===== src/rtl/tdm_demultiplexer_if.sv =====
// Bus bundle for the TDM demultiplexer: one slot-word stream in, four
// parallel channel words plus framing status out.
interface tdm_demultiplexer_if #(
  parameter int WIDTH = 1
);
  logic             in_valid;
  logic             frame_sync;
  logic [WIDTH-1:0] in;

  logic [WIDTH-1:0] out0;
  logic [WIDTH-1:0] out1;
  logic [WIDTH-1:0] out2;
  logic [WIDTH-1:0] out3;
  logic             out_valid;
  logic             locked;
  logic             sync_error;
  logic             addr0;
  logic             addr1;

  modport master (
    output in_valid,
    output frame_sync,
    output in,
    input  out0,
    input  out1,
    input  out2,
    input  out3,
    input  out_valid,
    input  locked,
    input  sync_error,
    input  addr0,
    input  addr1
  );

  modport slave (
    input  in_valid,
    input  frame_sync,
    input  in,
    output out0,
    output out1,
    output out2,
    output out3,
    output out_valid,
    output locked,
    output sync_error,
    output addr0,
    output addr1
  );
endinterface


===== src/rtl/tdm_demultiplexer.sv =====
// 1:4 time-division demultiplexer: tracks slot position from frame_sync
// markers and presents each complete four-word frame on parallel channels.
module tdm_demultiplexer #(
  parameter int WIDTH = 1
) (
  input  logic                 clk,
  input  logic                 reset_n,
  tdm_demultiplexer_if.slave   bus
);

  typedef enum logic {
    HUNT   = 1'b0,
    LOCKED = 1'b1
  } state_t;

  state_t           state_q, state_d;
  logic [1:0]       slot_q, slot_d;
  logic [WIDTH-1:0] shadow0_q, shadow0_d;
  logic [WIDTH-1:0] shadow1_q, shadow1_d;
  logic [WIDTH-1:0] shadow2_q, shadow2_d;
  logic [WIDTH-1:0] out0_q, out0_d;
  logic [WIDTH-1:0] out1_q, out1_d;
  logic [WIDTH-1:0] out2_q, out2_d;
  logic [WIDTH-1:0] out3_q, out3_d;
  logic             out_valid_q, out_valid_d;
  logic             sync_error_q, sync_error_d;

  always_comb begin
    state_d      = state_q;
    slot_d       = slot_q;
    shadow0_d    = shadow0_q;
    shadow1_d    = shadow1_q;
    shadow2_d    = shadow2_q;
    out0_d       = out0_q;
    out1_d       = out1_q;
    out2_d       = out2_q;
    out3_d       = out3_q;
    out_valid_d  = 1'b0;
    sync_error_d = 1'b0;

    if (bus.in_valid) begin
      case (state_q)
        HUNT: begin
          if (bus.frame_sync) begin
            shadow0_d = bus.in;
            slot_d    = 2'd1;
            state_d   = LOCKED;
          end
        end

        LOCKED: begin
          if (bus.frame_sync) begin
            // A marker anywhere but slot 0 drops the partial frame and restarts on this beat.
            sync_error_d = (slot_q != 2'd0);
            shadow0_d    = bus.in;
            slot_d       = 2'd1;
          end else begin
            case (slot_q)
              2'd0: begin
                sync_error_d = 1'b1;
                state_d      = HUNT;
                slot_d       = 2'd0;
              end
              2'd1: begin
                shadow1_d = bus.in;
                slot_d    = 2'd2;
              end
              2'd2: begin
                shadow2_d = bus.in;
                slot_d    = 2'd3;
              end
              default: begin
                out0_d      = shadow0_q;
                out1_d      = shadow1_q;
                out2_d      = shadow2_q;
                out3_d      = bus.in;
                out_valid_d = 1'b1;
                slot_d      = 2'd0;
              end
            endcase
          end
        end

        default: begin
          state_d = HUNT;
          slot_d  = 2'd0;
        end
      endcase
    end
  end

  always_ff @(posedge clk or negedge reset_n) begin
    if (!reset_n) begin
      state_q      <= HUNT;
      slot_q       <= 2'd0;
      shadow0_q    <= '0;
      shadow1_q    <= '0;
      shadow2_q    <= '0;
      out0_q       <= '0;
      out1_q       <= '0;
      out2_q       <= '0;
      out3_q       <= '0;
      out_valid_q  <= 1'b0;
      sync_error_q <= 1'b0;
    end else begin
      state_q      <= state_d;
      slot_q       <= slot_d;
      shadow0_q    <= shadow0_d;
      shadow1_q    <= shadow1_d;
      shadow2_q    <= shadow2_d;
      out0_q       <= out0_d;
      out1_q       <= out1_d;
      out2_q       <= out2_d;
      out3_q       <= out3_d;
      out_valid_q  <= out_valid_d;
      sync_error_q <= sync_error_d;
    end
  end

  assign bus.out0       = out0_q;
  assign bus.out1       = out1_q;
  assign bus.out2       = out2_q;
  assign bus.out3       = out3_q;
  assign bus.out_valid  = out_valid_q;
  assign bus.sync_error = sync_error_q;
  assign bus.locked     = (state_q == LOCKED);
  assign bus.addr0      = slot_q[0];
  assign bus.addr1      = slot_q[1];

endmodule


===== src/flat_wrapper.sv =====
// flat-port wrapper written by rule: the top's interface ports become plain ports
module tdm_demultiplexer_flat 
#(
  parameter int WIDTH = 1
)
  (clk, reset_n, bus_in_valid, bus_frame_sync, bus_in, bus_out0, bus_out1, bus_out2, bus_out3, bus_out_valid, bus_locked, bus_sync_error, bus_addr0, bus_addr1);
  tdm_demultiplexer_if #(.WIDTH(WIDTH)) bus_i ();
  input  logic clk;
  input  logic reset_n;
  input wire logic [$bits(bus_i.in_valid)-1:0] bus_in_valid;
  input wire logic [$bits(bus_i.frame_sync)-1:0] bus_frame_sync;
  input wire logic [$bits(bus_i.in)-1:0] bus_in;
  output wire logic [$bits(bus_i.out0)-1:0] bus_out0;
  output wire logic [$bits(bus_i.out1)-1:0] bus_out1;
  output wire logic [$bits(bus_i.out2)-1:0] bus_out2;
  output wire logic [$bits(bus_i.out3)-1:0] bus_out3;
  output wire logic [$bits(bus_i.out_valid)-1:0] bus_out_valid;
  output wire logic [$bits(bus_i.locked)-1:0] bus_locked;
  output wire logic [$bits(bus_i.sync_error)-1:0] bus_sync_error;
  output wire logic [$bits(bus_i.addr0)-1:0] bus_addr0;
  output wire logic [$bits(bus_i.addr1)-1:0] bus_addr1;
  assign bus_i.in_valid = bus_in_valid;
  assign bus_i.frame_sync = bus_frame_sync;
  assign bus_i.in = bus_in;
  assign bus_out0 = bus_i.out0;
  assign bus_out1 = bus_i.out1;
  assign bus_out2 = bus_i.out2;
  assign bus_out3 = bus_i.out3;
  assign bus_out_valid = bus_i.out_valid;
  assign bus_locked = bus_i.locked;
  assign bus_sync_error = bus_i.sync_error;
  assign bus_addr0 = bus_i.addr0;
  assign bus_addr1 = bus_i.addr1;
  tdm_demultiplexer #(.WIDTH(WIDTH)) u_core (.clk(clk), .reset_n(reset_n), .bus(bus_i));
endmodule

===== config.mk =====
export PLATFORM = sky130hd
export DESIGN_NAME = tdm_demultiplexer_flat
export DESIGN_NICKNAME = d
export VERILOG_FILES = /design/src/rtl/tdm_demultiplexer_if.sv /design/src/rtl/tdm_demultiplexer.sv /design/src/flat_wrapper.sv
export SDC_FILE = /design/constraint.sdc
export NUM_CORES = 1
export LEC_CHECK = 0
export CORE_MARGIN = 2
export CORE_UTILIZATION = 30
export CTS_BUF_LIST = sky130_fd_sc_hd__clkbuf_4
export CTS_CLUSTER_DIAMETER = 150
export DETAILED_ROUTE_END_ITERATION = 8
export HOLD_SLACK_MARGIN = 0.08
export PLACE_DENSITY = 0.52
export RECOVER_POWER = 100
export SYNTH_ARGS = -nofsm -noshare
export SYNTH_HDL_FRONTEND = slang
export SYNTH_SLANG_ARGS = --single-unit

===== constraint.sdc =====
create_clock -name clk -period 1.2 [get_ports clk]
set_input_delay 0.18 -clock clk [delete_from_list [all_inputs] [get_ports clk]]
set_output_delay 0.18 -clock clk [all_outputs]
set_load 0.02 [all_outputs]

==> metrics.md, run 1 <==
| Metric | Value |
|---|---|
| Reg-to-Reg End | `u_core.shadow1_q$_DFFE_PN0P_` |
| Clk buf depth | `2` |
| Seq/Total Area, Yosys | `0.501` |
| Vias in the first global route | `445` |
| Max_cap viols | `0` |
| # rows | `16` |
| Pins Over Slew Limit | `0` |
| GRT Total Usage | `0.112` |
| DR WL/cell | `12.1 um` |
| Max stage delay cell, worst path | `dfrtp_2` |
| Worst-path fanout max | `5` |
| CP cell instances | `inv_2, ha_1, nand4b_1, mux2_4` |
| Final TNS setup | `-0.157 ns` |
| CP Capture Type | `flop` |
| Latest clock arrival within the worst-skew pair | `0.27 ns` |
| Startpoint types | `flop` |
| Placer Congestion | `0.676` |
| R2R Path Start | `u_core.slot_q[1]$_DFFE_PN0P_` |
| Worst min-delay path class | `in -> reg` |
| WL final | `1190 um` |
| Setup WS post-layout | `-0.0598 ns` |
| CTS sink cnt | `12` |
| CP required | `1.35 ns` |
| DR vias/cell | `4.47` |
| Starting DRC count in detailed routing | `3` |
| Cell area after layout | `915 um2` |
| Flop-to-flop setup slack | `-0.06 ns` |
| Power Total | `0.00187 W` |
| Initial antenna violation count | `0` |
| Synthesized Nets | `56` |
| Syn Area/Cell | `13.0 um2` |
| Finished Layout Cells | `98` |
| Post-layout min period | `1.26 ns` |
| Unrepaired setup endpoints after global routing | `yes` |
| Diode count | `0` |
| Final hold viol count | `0` |
| Least-Margin Pin Slew | `0.656 ns` |
| CP Launch Point | `u_core.slot_q[1]$_DFFE_PN0P_` |
| CP endpoint | `u_core.shadow1_q$_DFFE_PN0P_` |
| Yosys cell types | `18` |
| Top-Level Pins | `14` |
| Reg2Reg Depth | `4` |
| DRT Pass-1 Iters | `2` |
| Area growth from synthesis to layout | `52.6%` |
| Syn Inst Count | `46` |
| CTS tree | `built` |
| Area after DPL | `813 um2` |
| Port Buffers | `13` |
| Die Wd | `48.7 um` |
| CP peak stage delay | `0.47 ns` |
| Hpwl dp | `829 um` |
| DRT antenna net count | `0` |
| Layout cells sized above 1 | `0.535` |
| Core area | `0.00192 mm2` |
| Clk pin slew, worst setup/hold paths | `0.08 ns` |
| Violated checks | `negative setup slack` |
| Placed Cells | `91` |
| DRC | `0` |
| Root buffer cell | `clkbuf_4` |
| Status | `finished with violations` |
| Power Density | `2040 mW/mm2` |
| Worst Skew | `0.00979 ns` |
| Final setup fails | `7` |
| Slew headroom | `0.563` |
| Die area | `0.00237 mm2` |
| Max H-tree Level | `1` |
| Initial Utilization | `0.312` |
| Via count | `438` |
| Yosys warnings | `0` |
| F_max | `794 MHz` |
| Setup CP Type | `reg -> reg` |
| GRT Residual Overflow | `0` |
| First-pass GRT wire length | `1990 um` |
| CTS Buf Count | `3` |
| Leakage power | `0.450 nW` |
| Die H | `48.7 um` |
| Largest net degree at the start of global routing | `13` |
| Netlist Area Pre-Place | `599 um2` |
| Arr. time, crit path | `1.41 ns` |
| Nets | `82` |
| Worst vdd ir | `0.898 mV` |
| Yosys reg bits | `12` |
| Final period util | `1.05` |
per-stage QoR:
stage	hold WS, ns	utilization	setup WS, ns
global route	0.345	0.476	-0.103
global placement	0.481	0.423	-0.267
CTS	0.205	0.463	-0.0622
floorplan	-0.116	-	-0.0172
finish	0.327	0.476	-0.0598
detailed placement	0.487	0.423	-0.306
critical path: cells and delay by family, from the launching register on:
kind	cells	cell delay, ns
mux	1	0.32
fa+ha+maj	1	0.14
simple gates	1	0.12
buf+inv	1	0.09
flops	1	0.47
repair_timing:
| action | CTS | global route |
|---|---|---|
| setup buffers | 1 | 2 |
| endpoints found under the setup margin | 19 | 13 |
| endpoints found under the hold margin | 0 | 0 |
| hold buffers | 0 | 0 |
| resized for setup | 26 | 7 |
| pin swaps | 3 | 5 |
placed cells by master (no fill, tap or decap), types with 2 or more instances in the layout:
master / synthesis / routed
nand4b_1: 2 / 2
dlygate4sd2_1: 0 / 6
inv_2: 0 / 2
inv_1: 4 / 2
buf_2: 0 / 2
dfrtp_1: 12 / 9
clkbuf_4: 0 / 3
mux2_4: 0 / 6
ha_4: 0 / 4
dfrtp_2: 0 / 3
nand2_1: 2 / 2
buf_4: 1 / 9
clkdlybuf4s50_1: 0 / 2
nor2_1: 2 / 2
worst min-delay path by stage:
stage / from / endpoint / slack, ns / cells past startpoint
floorplan: reset_n / u_core.bus.locked$_DFFE_PN0P_ / -0.12 / 0
global placement: u_core.shadow2_q$_DFFE_PN0P_ / u_core.shadow2_q$_DFFE_PN0P_ / 0.48 / 1
detailed placement: reset_n / u_core.bus.out0$_DFFE_PN0P_ / 0.49 / 2
CTS: reset_n / u_core.bus.out1$_DFFE_PN0P_ / 0.20 / 2
global route: bus_frame_sync / u_core.slot_q[1]$_DFFE_PN0P_ / 0.35 / 2
finish: bus_frame_sync / u_core.slot_q[1]$_DFFE_PN0P_ / 0.33 / 2
cell families after synthesis:
group	Yosys count	synth area share
AOI/OAI and AO/OA	3	0.0334
DFF	12	0.501
buffers and inverters	7	0.0752
and+or+nand+nor	12	0.154
muxes	7	0.132
adders and majority gates	5	0.104
Yosys cell counts:
cell type | n | area (um2)
inv_1 | 4 | 15.0
a21oi_1 | 1 | 5.00
nand4b_4 | 1 | 23.8
and4bb_2 | 1 | 12.5
buf_6 | 2 | 22.5
nor2_1 | 2 | 7.51
dfrtp_1 | 12 | 300
nand2_1 | 2 | 7.51
o221ai_1 | 1 | 8.76
nand4b_1 | 2 | 17.5
mux2_2 | 6 | 67.6
a31oi_1 | 1 | 6.26
buf_4 | 1 | 7.51
mux2_1 | 1 | 11.3
ha_1 | 5 | 62.6
nand3_1 | 1 | 5.00
or3b_2 | 1 | 8.76
nor3_1 | 2 | 10.0
metal layers:
metal | vias up | wire length (um) | track usage
met3 | 2 | 71 | 0.0370
met4 | 0 | 18 | 0.0714
li1 | 209 | - | -
met5 | - | 0 | 0
met1 | 214 | 522 | 0.130
met2 | 13 | 577 | 0.176
power breakdown:
part	switching, W	internal (W)	leakage (nW)
logic	0.000415	0.000501	0.290
registers	0.000137	0.000565	0.145
clock network	0.000129	0.000120	0.0154
total	0.000681	0.00119	0.450
final cells by class:
type	count	area, um2
fill	198	1010
sequential	12	304
clock inverter	1	3.75
multi-input combinational	27	343
clock buffer	3	22.5
tap	27	33.8
inverter	4	15.0
timing repair buffer	24	193
sequential cells by signal, summed over array words and instances, names as in the netlist:
| signal | count |
|---|---|
| u_core.bus.locked | 1 |
| u_core.bus.out0 | 1 |
| u_core.bus.out1 | 1 |
| u_core.bus.out2 | 1 |
| u_core.bus.out3 | 1 |
| u_core.bus.out_valid | 1 |
| u_core.bus.sync_error | 1 |
| u_core.shadow0_q | 1 |
| u_core.shadow1_q | 1 |
| u_core.shadow2_q | 1 |
| u_core.slot_q | 2 |
Note: power is estimated with default switching activity, not from simulation.
==> run 2: changes to the inputs <==
Settings changed: HOLD_SLACK_MARGIN 0.08 to unset.
==> results of run 2 <==
No change in the layout: final DEF, timing and power equal those of run 1.
